$ cat src/rtl/axi_multi_ch_ctrl.sv
// axi_multi_ch_ctrl: round-robin burst scheduler for CH_NUM write and CH_NUM read streams
// Each direction shares one AXI master across its channels. Every channel has its own
// address window and circular pointer.
// Ports: ch_{wr,rd}_* carry per-channel windows, lengths, clears and FIFO levels, packed
// with channel 0 in the low bits. axi_{wr,rd}_* handshake with the AXI masters.
// ch_wr_fifo_rd_en and ch_rd_fifo_wr_en steer the external FIFOs.
// Optional: define TAIL_BURST_EN to shorten the last burst so it fills the window exactly.
module axi_multi_ch_ctrl_dir #(
  parameter int CH_NUM     = 2,
  parameter int ADDR_W     = 30,
  parameter int LEN_W      = 8,
  parameter int CNT_W      = 10,
  parameter int BEAT_BYTES = 8,
  parameter int CH_ID_W    = 1
) (
  input  logic                     clk,
  input  logic                     rst,
  input  logic [CH_NUM*ADDR_W-1:0] beg_i,
  input  logic [CH_NUM*ADDR_W-1:0] end_i,
  input  logic [CH_NUM*LEN_W-1:0]  len_i,
  input  logic [CH_NUM-1:0]        clr_i,
  input  logic [CH_NUM-1:0]        gate_i,
  input  logic [CH_NUM*CNT_W-1:0]  cnt_i,
  input  logic                     ready_i,
  input  logic                     active_i,
  input  logic                     done_i,
  output logic                     start_o,
  output logic [ADDR_W-1:0]        addr_o,
  output logic [LEN_W-1:0]         len_o,
  output logic [CH_ID_W-1:0]       ch_o,
  output logic [CH_NUM-1:0]        fifo_en_o
);
  localparam int SH = $clog2(BEAT_BYTES);
  localparam int SW = ADDR_W + 2;
  typedef enum logic [1:0] {IDLE, REQ, BUSY} state_t;
  state_t             state_q;
  logic [ADDR_W-1:0]  ptr_q [CH_NUM];
  logic [ADDR_W-1:0]  beg_a [CH_NUM];
  logic [ADDR_W-1:0]  end_a [CH_NUM];
  logic [LEN_W-1:0]   len_a [CH_NUM];
  logic [LEN_W-1:0]   eff_len [CH_NUM];
  logic [CH_NUM-1:0]  elig;
  logic [CH_ID_W-1:0] rr_q, gnt;
  logic               any_elig;
  logic [ADDR_W-1:0]  issued, ptr_d;
  logic [SW-1:0]      nxt, lim;
  always_comb begin
    for (int i = 0; i < CH_NUM; i++) begin
      beg_a[i] = beg_i[i*ADDR_W +: ADDR_W];
      end_a[i] = end_i[i*ADDR_W +: ADDR_W];
      len_a[i] = len_i[i*LEN_W +: LEN_W];
`ifdef TAIL_BURST_EN
      // a full burst would run past the window end: shrink it to the remaining tail
      eff_len[i] = ((SW'(ptr_q[i]) + ((SW'(len_a[i]) + 1'b1) << SH) - 1'b1) > SW'(end_a[i]))
                 ? LEN_W'(((end_a[i] - ptr_q[i] + 1'b1) >> SH) - 1'b1) : len_a[i];
`else
      eff_len[i] = len_a[i];
`endif
      elig[i] = gate_i[i] && (32'(cnt_i[i*CNT_W +: CNT_W]) >= 32'(eff_len[i]) + 32'd1);
    end
    any_elig = |elig;
    // scan downwards so the first eligible channel at or after rr_q wins
    gnt = '0;
    for (int k = CH_NUM - 1; k >= 0; k--)
      if (elig[(int'(rr_q) + k) % CH_NUM]) gnt = CH_ID_W'((int'(rr_q) + k) % CH_NUM);
    issued = ADDR_W'((SW'(len_o) + 1'b1) << SH);
    nxt = SW'(ptr_q[ch_o]) + SW'(issued);
`ifdef TAIL_BURST_EN
    lim = nxt;
`else
    // wrap early if the following full burst would not fit; extra width catches overflow
    lim = nxt + SW'(issued) - 1'b1;
`endif
    ptr_d = (lim > SW'(end_a[ch_o])) ? beg_a[ch_o] : ADDR_W'(nxt);
    for (int i = 0; i < CH_NUM; i++)
      fifo_en_o[i] = active_i && (state_q == BUSY) && (ch_o == CH_ID_W'(i));
  end
  always_ff @(posedge clk) begin
    if (rst) begin
      state_q <= IDLE;
      rr_q    <= '0;
      start_o <= 1'b0;
      addr_o  <= '0;
      len_o   <= '0;
      ch_o    <= '0;
      for (int i = 0; i < CH_NUM; i++) ptr_q[i] <= beg_a[i];
    end else begin
      case (state_q)
        IDLE: if (any_elig && ready_i) begin
          addr_o  <= ptr_q[gnt];
          len_o   <= eff_len[gnt];
          ch_o    <= gnt;
          start_o <= 1'b1;
          rr_q    <= CH_ID_W'((int'(gnt) + 1) % CH_NUM);
          state_q <= REQ;
        end
        REQ: if (!ready_i) begin
          start_o <= 1'b0;
          state_q <= BUSY;
        end
        BUSY: if (done_i) begin
          ptr_q[ch_o] <= ptr_d;
          state_q     <= IDLE;
        end
        default: state_q <= IDLE;
      endcase
      // clear overrides a same-cycle done update; the burst in flight still completes
      for (int i = 0; i < CH_NUM; i++) if (clr_i[i]) ptr_q[i] <= beg_a[i];
    end
  end
endmodule

module axi_multi_ch_ctrl #(
  parameter int CH_NUM     = 2,
  parameter int ADDR_W     = 30,
  parameter int LEN_W      = 8,
  parameter int CNT_W      = 10,
  parameter int BEAT_BYTES = 8,
  parameter int CH_ID_W    = 1
) (
  input  logic                     clk,
  input  logic                     rst,
  input  logic [CH_NUM*ADDR_W-1:0] ch_wr_beg_addr,
  input  logic [CH_NUM*ADDR_W-1:0] ch_wr_end_addr,
  input  logic [CH_NUM*ADDR_W-1:0] ch_rd_beg_addr,
  input  logic [CH_NUM*ADDR_W-1:0] ch_rd_end_addr,
  input  logic [CH_NUM*LEN_W-1:0]  ch_wr_burst_len,
  input  logic [CH_NUM*LEN_W-1:0]  ch_rd_burst_len,
  input  logic [CH_NUM-1:0]        ch_wr_clr,
  input  logic [CH_NUM-1:0]        ch_rd_clr,
  input  logic [CH_NUM-1:0]        ch_rd_enable,
  input  logic [CH_NUM*CNT_W-1:0]  ch_wr_fifo_cnt,
  input  logic [CH_NUM*CNT_W-1:0]  ch_rd_fifo_space,
  input  logic                     axi_wr_ready,
  input  logic                     axi_writing,
  input  logic                     axi_wr_done,
  output logic                     axi_wr_start,
  output logic [ADDR_W-1:0]        axi_wr_addr,
  output logic [LEN_W-1:0]         axi_wr_len,
  output logic [CH_ID_W-1:0]       axi_wr_ch,
  output logic [CH_NUM-1:0]        ch_wr_fifo_rd_en,
  input  logic                     axi_rd_ready,
  input  logic                     axi_reading,
  input  logic                     axi_rd_done,
  output logic                     axi_rd_start,
  output logic [ADDR_W-1:0]        axi_rd_addr,
  output logic [LEN_W-1:0]         axi_rd_len,
  output logic [CH_ID_W-1:0]       axi_rd_ch,
  output logic [CH_NUM-1:0]        ch_rd_fifo_wr_en
);
  axi_multi_ch_ctrl_dir #(
    .CH_NUM(CH_NUM), .ADDR_W(ADDR_W), .LEN_W(LEN_W), .CNT_W(CNT_W),
    .BEAT_BYTES(BEAT_BYTES), .CH_ID_W(CH_ID_W)
  ) u_wr (
    .clk(clk), .rst(rst), .beg_i(ch_wr_beg_addr), .end_i(ch_wr_end_addr),
    .len_i(ch_wr_burst_len), .clr_i(ch_wr_clr), .gate_i({CH_NUM{1'b1}}),
    .cnt_i(ch_wr_fifo_cnt), .ready_i(axi_wr_ready), .active_i(axi_writing),
    .done_i(axi_wr_done), .start_o(axi_wr_start), .addr_o(axi_wr_addr),
    .len_o(axi_wr_len), .ch_o(axi_wr_ch), .fifo_en_o(ch_wr_fifo_rd_en)
  );
  axi_multi_ch_ctrl_dir #(
    .CH_NUM(CH_NUM), .ADDR_W(ADDR_W), .LEN_W(LEN_W), .CNT_W(CNT_W),
    .BEAT_BYTES(BEAT_BYTES), .CH_ID_W(CH_ID_W)
  ) u_rd (
    .clk(clk), .rst(rst), .beg_i(ch_rd_beg_addr), .end_i(ch_rd_end_addr),
    .len_i(ch_rd_burst_len), .clr_i(ch_rd_clr), .gate_i(ch_rd_enable),
    .cnt_i(ch_rd_fifo_space), .ready_i(axi_rd_ready), .active_i(axi_reading),
    .done_i(axi_rd_done), .start_o(axi_rd_start), .addr_o(axi_rd_addr),
    .len_o(axi_rd_len), .ch_o(axi_rd_ch), .fifo_en_o(ch_rd_fifo_wr_en)
  );
endmodule

$ cat config.mk
export PLATFORM = sky130hd
export DESIGN_NAME = axi_multi_ch_ctrl
export DESIGN_NICKNAME = d
export VERILOG_FILES = /design/src/rtl/axi_multi_ch_ctrl.sv
export SDC_FILE = /design/constraint.sdc
export NUM_CORES = 1
export LEC_CHECK = 0
export CAP_MARGIN = 10
export CELL_PAD_IN_SITES_DETAIL_PLACEMENT = 1
export CELL_PAD_IN_SITES_GLOBAL_PLACEMENT = 2
export CORE_MARGIN = 4
export CORE_UTILIZATION = 34
export CTS_CLUSTER_DIAMETER = 40
export CTS_CLUSTER_SIZE = 25
export DETAILED_ROUTE_END_ITERATION = 10
export PLACE_DENSITY = 0.87
export SKIP_LAST_GASP = 1
export SYNTH_ARGS = -nofsm -noshare
export SYNTH_HDL_FRONTEND = slang
export SYNTH_HIERARCHICAL = 1
export SYNTH_SLANG_ARGS = --single-unit
$ cat constraint.sdc
create_clock -name clk -period 22.4 [get_ports clk]
set_input_delay 6.72 -clock clk [delete_from_list [all_inputs] [get_ports clk]]
set_output_delay 6.72 -clock clk [all_outputs]
set_load 0.02 [all_outputs]
==> results of run 1 <==
==> worst max path at each step <==
| stage | from | endpoint | slack [ps] | cells after the start |
|---|---|---|---|---|
| 3_3_place_gp | axi_writing | ch_wr_fifo_rd_en[1] | 7680 | 3 |
| 3_5_place_dp | axi_writing | ch_wr_fifo_rd_en[1] | 7680 | 3 |
| 2_1_floorplan | axi_reading | ch_rd_fifo_wr_en[0] | 8640 | 2 |
| 5_1_grt | axi_reading | ch_rd_fifo_wr_en[0] | 7610 | 4 |
| 6_report | axi_writing | ch_wr_fifo_rd_en[1] | 7710 | 3 |
| 4_1_cts | axi_writing | ch_wr_fifo_rd_en[1] | 7680 | 3 |
==> cell families (layout without fill, tap and decap cells) <==
logic type	Yosys count	after routing	synth area share, %
AOI/OAI and AO/OA	404	404	15.4
xor gates and xnor gates	147	147	7.06
adders and majority gates	200	200	13.6
buffers and inverters	221	662	5.07
DFF	208	208	28.9
muxes	282	282	16.3
other	1	9	0.0202
and+or+nand+nor	531	531	13.6
==> routing by layer <==
metal	wire (µm)	global-route usage, %
met5	23	0
met4	1970	7.24
met3	3910	4.62
met2	35000	41.6
met1	30900	29.4
==> through the flow <==
| stage | std cells | cell area, µm² |
|---|---|---|
| 5_1_grt | 3137 | 25000 |
| 3_3_place_gp | 3046 | 23400 |
| 2_1_floorplan | 1997 | 18600 |
| 4_1_cts | 3134 | 25000 |
| 6_report | 3139 | 25000 |
| 3_5_place_dp | 3046 | 23400 |
==> cells in the mapped netlist (all sizes together), types with 5 or more instances <==
master   instances
and2             9
a311oi          39
a21oi          100
nand2          173
mux2           151
o21a             8
a211oi          58
a2111oi          6
nor4             8
and4             6
xnor2           87
clkbuf          44
buf             32
o21bai          15
or3              7
nand2b          24
a211o            7
dfxtp           88
nand4b           5
nor2           149
ha             194
nor2b           16
o211ai          13
and3            12
edfxtp         120
a21o            52
o21ai           66
inv            145
a31oi            8
xor2            60
nand3           59
nand4           34
nor3            15
mux2i          131
==> final cells by class <==
cell class	count	area [µm²]
fillers	6073	28900
well taps	696	871
inverters	145	544
clock inverters	37	412
repair buffers	429	4240
flip-flops and latches	208	5370
multi-input cells	1568	12300
clock buffers	51	1210
diodes	5	12.5
==> where the power goes <==
group	internal [mW]	leakage [nW]	switching [mW]	total [mW]
clock network	0.455	0.774	0.253	0.708
registers	0.441	1.95	0.0308	0.472
logic	0.426	7.16	0.561	0.987
total	1.32	9.89	0.844	2.17
==> critical path, cell delays in order <==
cell and delay (ps):
clkdlybuf4s50_1 460, and3_1 180, clkdlybuf4s50_1 610
==> sequential cells by signal, summed over array words and instances (netlist names), 2 cells and up, named ones only <==
name and count:
u_rd/len_o 8, u_rd/state_q 2, u_wr/ptr_q 60, u_rd/ptr_q 60, u_wr/len_o 8, u_wr/addr_o 30
u_wr/state_q 2, u_rd/addr_o 30
==> flow_summary.json, run 1 <==
{
  "layout_common_cells": "408 x clkdlybuf4s50_1, 194 x ha_1, 173 x nand2_1, 149 x nor2_1, 145 x inv_1",
  "clock_skew_ps": 30.8,
  "track_usage_pct": 23.7,
  "hold_ws_ps": 498,
  "grt_pass1_vias": 18500,
  "worst_r2r_path_depth": 27,
  "cts_buffers": 47,
  "timing.final.crit_share_pct": 65.6,
  "async_reset_ff_share_pct": 0,
  "finalHoldViolCount": 0,
  "num_vias": 17100,
  "power.density_mw_per_mm2": 86.7,
  "synth_enable_flop_cells": 120,
  "drtIter0Drc": 702,
  "core_area_mm2": 0.0539,
  "drtPass1Iterations": 5,
  "cts.clk_slew.worst_paths_ps": 40,
  "grt_pass1_wl_mm": 110,
  "outcome": "completed",
  "cts_setup_buffers": 0,
  "setup_viol": 0,
  "synth_seq_cells": 208,
  "drv_cap": 0,
  "cts_tree": "done",
  "required_ps": 15680,
  "layout-drive-gt1-share_pct": 8.24,
  "ys_seq_area_share_pct": 28.9,
  "synth_top_area_cell": "edfxtp_1",
  "port_buffers": 409,
  "place.gp.congestion": 0.905,
  "hold_buffers": 0,
  "syn_inst": 1994,
  "final_util_pct": 46.3,
  "fmax_mhz": 68.1,
  "post-dp-hpwl_mm": 55.8,
  "slew_viol_final": 0,
  "tightest_slew_ps": 965,
  "antenna_found_initial": 6,
  "io_pins": 410,
  "worst_r2r_endpoint": "u_wr/ptr_q[0][26]$_DFFE_PP_",
  "dp_worst_setup_slack_ps": 7680,
  "fp.dieH_um": 242,
  "finalSetupTns_ps": 0,
  "postRouteAntennaNets": 0,
  "p_total_mw": 2.17,
  "p_leak_nw": 9.89,
  "worstSkewPairLatency_ps": 590,
  "clockRootBuffer": "clkbuf_16",
  "grt_max_degree": 82,
  "irDropWorstVdd_mv": 0.0543,
  "cp_max_fo": 2,
  "vias_per_cell": 5.46,
  "syn_to_final_growth_pct": 34.6,
  "syn_avg_cell_area_um2": 9.31,
  "rows": 85,
  "end_kind": "output port",
  "fin_ws_ps": 7710,
  "htree_levels": 2,
  "netlist_area_mm2": 0.0186,
  "holdPathEnd": "u_wr/addr_o[24]$_SDFFE_PP0P_",
  "cts_resized": 0,
  "min_path_type": "flop to flop",
  "crit_type": "primary input to output port",
  "period_needed_ps": 14690,
  "start_kind": "primary input",
  "route.detailed.wl_per_inst_um": 22.9,
  "ys.flop_type": "edfxtp_1",
  "start_util_pct": 34.4,
  "wl_mm": 71.8,
  "cp_data_arrival_time_ps": 7970,
  "synth.top_cell.area_share_pct": 19.4,
  "ys_types": 88,
  "die_w_um": 242,
  "cts_buffer_depth": 3,
  "layout_commonest_cell": "clkdlybuf4s50_1",
  "nNetsFinal": 2923,
  "drc": 0,
  "die_area_mm2": 0.0584,
  "whs_path_depth": 2,
  "timing.reg2reg.setup_slack_ps": 12200,
  "grt_remaining_overflow": 0,
  "synthTopCellsByArea": "edfxtp_1 19%, ha_1 13%, dfxtp_1 9.5%",
  "rsz0062_at_grt": "false",
  "max_slew_margin_pct": 35.4,
  "min_from": "u_wr/addr_o[24]$_SDFFE_PP0P_",
  "ys.warnings.count": 6,
  "clock_sinks": 208
}
Power figures use the tool's default switching activity.
==> inputs of run 2 (changes only) <==
--- a/config.mk
+++ b/config.mk
@@ -9,11 +9,11 @@
 export CELL_PAD_IN_SITES_DETAIL_PLACEMENT = 1
 export CELL_PAD_IN_SITES_GLOBAL_PLACEMENT = 2
 export CORE_MARGIN = 4
-export CORE_UTILIZATION = 34
+export CORE_UTILIZATION = 32
 export CTS_CLUSTER_DIAMETER = 40
 export CTS_CLUSTER_SIZE = 25
 export DETAILED_ROUTE_END_ITERATION = 10
-export PLACE_DENSITY = 0.87
+export PLACE_DENSITY = 0.83
 export SKIP_LAST_GASP = 1
 export SYNTH_ARGS = -nofsm -noshare
 export SYNTH_HDL_FRONTEND = slang
==> constraint.sdc (replaced) <==
create_clock -name clk -period 14.5 [get_ports clk]
set_input_delay 4.35 -clock clk [delete_from_list [all_inputs] [get_ports clk]]
set_output_delay 4.35 -clock clk [all_outputs]
set_load 0.02 [all_outputs]
==> run 2 against run 1 <==
Critical path type is now flop to flop. Sequential power up 54%. Flip-flop and latch count unchanged. Clock power up 48%. Register-to-register slack worse by 7700 ps. First-iteration DRC count down 4.6%. Routed wire length up 0.60%. Critical path depth up 29. Via count down 1.1%. Worst setup slack worse by 3200 ps. Hold slack worse by 18 ps. Power up 53%. Largest power group unchanged. Sequential share of layout area about the same. Highest routed layer unchanged.
==> flow_summary.json, run 2 (synthesized netlist as in run 1, its figures left out) <==
{
  "outcome": "completed",
  "layout_commonest_cell": "clkdlybuf4s50_1",
  "clockRootBuffer": "clkbuf_16",
  "cts_buffers": 45,
  "timing.reg2reg.setup_slack_ps": 4510,
  "fp.dieH_um": 249,
  "crit_start": "u_wr/len_o[0]$_SDFFE_PP0P_",
  "period_needed_ps": 9990,
  "layout-drive-gt1-share_pct": 7.90,
  "nNetsFinal": 2918,
  "grt_pass1_vias": 17900,
  "track_usage_pct": 22.4,
  "die_w_um": 249,
  "syn_to_final_growth_pct": 34.4,
  "htree_levels": 2,
  "p_leak_nw": 9.84,
  "grt-busiest-layer": "met2",
  "grt_pass1_wl_mm": 109,
  "place_area_mm2": 0.0234,
  "fin_area_mm2": 0.0250,
  "rows": 88,
  "cts.clk_slew.worst_paths_ps": 40,
  "hold_buffers": 0,
  "final_util_pct": 43.3,
  "start_kind": "flop",
  "cts_buffer_depth": 3,
  "max_slew_margin_pct": 36.8,
  "route.detailed.wl_per_inst_um": 22.6,
  "clock_skew_ps": 41.0,
  "grt_max_degree": 82,
  "start_util_pct": 32.2,
  "drtPass1Iterations": 5,
  "required_ps": 14800,
  "fmax_mhz": 100,
  "cts_setup_buffers": 0,
  "wl_mm": 72.2,
  "place.gp.congestion": 0.894,
  "port_buffers": 409,
  "antenna_found_initial": 7,
  "postRouteAntennaNets": 0,
  "cp_max_fo": 20,
  "setup_viol": 0,
  "power.density_mw_per_mm2": 133,
  "die_area_mm2": 0.0619,
  "grt_remaining_overflow": 0,
  "cts_resized": 0,
  "gr-usage-met3_pct": 4.44,
  "clock_sinks": 208,
  "irDropWorstVdd_mv": 0.0824,
  "grtUsageMet1_pct": 28.6,
  "vias_per_cell": 5.30,
  "cpPeakStageDelay_ps": 830,
  "drv_cap": 0,
  "post-dp-hpwl_mm": 57.3,
  "rsz0062_at_grt": "false",
  "use_met2_pct": 38.4,
  "crit_path_frequent_cell": "ha_1",
  "finalSetupTns_ps": 0,
  "min_from": "u_rd/start_o$_SDFFE_PP0P_",
  "tightest_slew_ps": 924,
  "layout_common_cells": "408 x clkdlybuf4s50_1, 194 x ha_1, 173 x nand2_1, 149 x nor2_1, 145 x inv_1",
  "finalHoldViolCount": 0,
  "top_regs": "u_rd/ptr_q (60), u_wr/ptr_q (60)",
  "timing.final.crit_share_pct": 68.9,
  "slew_viol_final": 0,
  "worstSkewPairLatency_ps": 580,
  "cts_tree": "done",
  "reg2reg_from": "u_wr/len_o[0]$_SDFFE_PP0P_",
  "crit_path_top_delay_cell": "a211oi_4",
  "cp_data_arrival_time_ps": 10290,
  "drc": 0,
  "io_pins": 410,
  "core_area_mm2": 0.0576,
  "drtIter0Drc": 670,
  "num_vias": 17000,
  "min_path_type": "flop to flop",
  "end_kind": "flop",
  "crit_type": "flop to flop"
}
==> run 2: cell types whose count changed in the layout (fill, tap and decap cells not counted) <==
cell / previous run / this run
clkinv_16: 1 / 0
clkinv_1: 5 / 3
diode_2: 5 / 2
clkbuf_1: 2 / 5
clkinvlp_4: 7 / 5
inv_8: 2 / 0
inv_6: 7 / 4
clkinv_8: 1 / 0
clkinv_4: 4 / 6
clkinv_2: 5 / 6
buf_4: 21 / 18
==> run 2: cell type report <==
class                      count  area, µm²
fill                        6501      32600
multi-input combinational   1568      12300
sequential                   208       5370
timing repair buffer         426       4220
clock buffer                  54       1220
tap                          765        957
inverter                     145        544
clock inverter                29        317
antenna                        2       5.00
==> run 2: report_power, final <==
group          leakage (nW)  switching [mW]  internal, mW  total (mW)
Combinational          7.15           0.879         0.656        1.54
Sequential             1.95          0.0472         0.682       0.729
Clock                 0.742           0.359         0.691        1.05
==> run 2: critical path: cells and delay by family (launching register included) <==
| kind | cells | cell delay, ps |
|---|---|---|
| AO/OA/AOI/OAI | 16 | 4860 |
| XOR/XNOR | 3 | 760 |
| adder cells (fa/ha/maj) | 6 | 1980 |
| buffers and inverters | 3 | 570 |
| flip-flops | 1 | 630 |
| multiplexers | 1 | 380 |
| AND/OR/NAND/NOR | 3 | 530 |
==> run 2: per-layer routing <==
metal	up-vias	share of wire (%)
li1	8086	-
met1	8332	44
met2	418	48
met3	110	5.0
met4	8	3.1
met5	-	0.065
==> run 2: metrics by stage <==
step	cells	hold WS [ps]	total power, mW	setup WS (ps)
2_1_floorplan	1997	473	1.73	5480
4_1_cts	3195	487	3.35	4490
5_1_grt	3195	518	3.54	3920
6_report	3197	480	3.31	4510
3_5_place_dp	3112	477	2.26	4540
3_3_place_gp	3112	478	2.22	4570
==> run 2: worst paths after layout <==
check,endpoint,cells past startpoint
worst max-delay path,u_wr/ptr_q[1][13]$_DFFE_PP_,32
worst min-delay path,u_rd/start_o$_SDFFE_PP0P_,2
worst max register to register,u_wr/ptr_q[1][13]$_DFFE_PP_,32
worst min register to register,u_rd/start_o$_SDFFE_PP0P_,2
==> inputs of run 3 (changes only) <==
==> constraint.sdc (replaced) <==
create_clock -name clk -period 10 [get_ports clk]
set_input_delay 3 -clock clk [delete_from_list [all_inputs] [get_ports clk]]
set_output_delay 3 -clock clk [all_outputs]
set_load 0.02 [all_outputs]
==> run 3 against run 2 <==
Combinational power rose by 47%. Hold slack better by 12 ps. Clock skew is 2.7 ps lower. Design area increased by 0.76%. Critical endpoint is now u_rd/ptr_q[1][22]$_DFFE_PP_. Highest routed layer unchanged.
==> flow_summary.json, run 3 (synthesized netlist as in run 1, its figures left out) <==
{
  "rsz0062_at_grt": "true",
  "outcome": "completed",
  "required_ps": 10310,
  "clockRootBuffer": "clkbuf_16",
  "die_w_um": 249,
  "finalHoldViolCount": 0,
  "fmax_mhz": 106,
  "slew_viol_final": 0,
  "clock_sinks": 208,
  "die_area_mm2": 0.0619,
  "p_leak_nw": 9.93,
  "fin_area_mm2": 0.0252,
  "grt_pass1_wl_mm": 110,
  "p_total_mw": 4.95,
  "clock_skew_ps": 38.3,
  "grt_remaining_overflow": 0,
  "place_area_mm2": 0.0235,
  "fp.dieH_um": 249,
  "rows": 88,
  "num_vias": 17100,
  "cts_resized": 0,
  "cts_buffers": 47,
  "top_regs": "u_rd/ptr_q (60), u_wr/ptr_q (60)",
  "fillerInstances": 6506,
  "period_needed_ps": 9390,
  "crit_path_frequent_cell": "ha_1",
  "layout_common_cells": "408 x clkdlybuf4s50_1, 194 x ha_1, 173 x nand2_1, 149 x nor2_1, 145 x inv_1",
  "crit_type": "flop to flop",
  "cts_buffer_depth": 3,
  "tightest_slew_ps": 1110,
  "whs_path_depth": 2,
  "track_usage_pct": 22.4,
  "drc": 0,
  "irDropWorstVdd_mv": 0.128,
  "timing.final.crit_share_pct": 93.9,
  "end_kind": "flop",
  "cpPeakStageDelay_ps": 790,
  "cts.clk_slew.worst_paths_ps": 50,
  "vias_per_cell": 5.34,
  "syn_to_final_growth_pct": 35.5,
  "core_area_mm2": 0.0576,
  "cts_tree": "done",
  "port_buffers": 409,
  "layout-drive-gt1-share_pct": 8.29,
  "route.detailed.wl_per_inst_um": 22.7,
  "min_path_type": "flop to flop",
  "setup_viol": 0,
  "worstSkewPairLatency_ps": 590,
  "grt_max_degree": 82,
  "cp_data_arrival_time_ps": 9700,
  "grt_pass1_vias": 18300,
  "nNetsFinal": 2924,
  "postRouteAntennaNets": 0,
  "drv_cap": 0,
  "hold_buffers": 0,
  "start_util_pct": 32.2,
  "post-dp-hpwl_mm": 57.7,
  "wl_mm": 72.7,
  "crit_path_top_delay_cell": "and4bb_4",
  "place.gp.congestion": 0.903,
  "antenna_found_initial": 2,
  "htree_levels": 2,
  "start_kind": "flop",
  "drtIter0Drc": 788,
  "max_slew_margin_pct": 26.3,
  "worst_r2r_path_depth": 34,
  "cp_max_fo": 30,
  "drtPass1Iterations": 5,
  "power.density_mw_per_mm2": 197,
  "layout_commonest_cell": "clkdlybuf4s50_1",
  "finalSetupTns_ps": 0,
  "io_pins": 410
}
## run 3: worst paths after layout
path / from / end / slack (ps)
worst min-delay path: u_rd/start_o$_SDFFE_PP0P_ / u_rd/start_o$_SDFFE_PP0P_ / 490
worst max-delay path: u_rd/len_o[0]$_SDFFE_PP0P_ / u_rd/ptr_q[1][22]$_DFFE_PP_ / 610
worst min register to register: u_rd/start_o$_SDFFE_PP0P_ / u_rd/start_o$_SDFFE_PP0P_ / 490
worst max register to register: u_rd/len_o[0]$_SDFFE_PP0P_ / u_rd/ptr_q[1][22]$_DFFE_PP_ / 610
## run 3: timing repair
item / 4_1_cts / 5_1_grt
buffers inserted: 0 / 2
endpoints found under the setup margin: 0 / 44
endpoints found under the hold margin: 0 / 0
## run 3: final cells by class
class                   count  area [µm²]  area share (%)
clock buffers              53        1230            4.89
multi-input cells        1568       12300            49.0
well taps                 765         957            3.81
inverters                 145         544            2.16
diodes                      2        5.00          0.0199
clock inverters            34         432            1.72
repair buffers            430        4290            17.0
flip-flops and latches    208        5370            21.4
## run 3: power by group
part	internal [mW]	switching (mW)
combinational	0.950	1.31
sequential	0.988	0.0700
clock	1.08	0.557
## run 3: critical path, delay by kind of cell, from the launching register on
family,cells,cell delay [ps]
and+or+nand+nor,7,2300
xor gates and xnor gates,2,570
muxes,1,400
DFF,1,490
buffers and inverters,2,130
AOI/OAI and AO/OA,16,3420
adders and majority gates,6,1820
## run 3: layer usage
layer	wire length (µm)	vias to the layer above	global-route usage, %
met5	13	-	0
met4	1650	2	5.43
met3	3110	77	3.55
met2	35600	428	39.5
met1	32300	8490	28.9
li1	-	8111	-
## run 3: stage by stage
step / std cells / worst slack [ps] / hold WS, ps / utilization [%]
6_report: 3205 / 608 / 492 / 43.7
4_1_cts: 3201 / 345 / 502 / 43.6
5_1_grt: 3203 / -1.55 / 519 / 43.7
3_5_place_dp: 3114 / 392 / 491 / 40.8
2_1_floorplan: 1997 / 1100 / 473 / -
3_3_place_gp: 3114 / 722 / 471 / 40.8
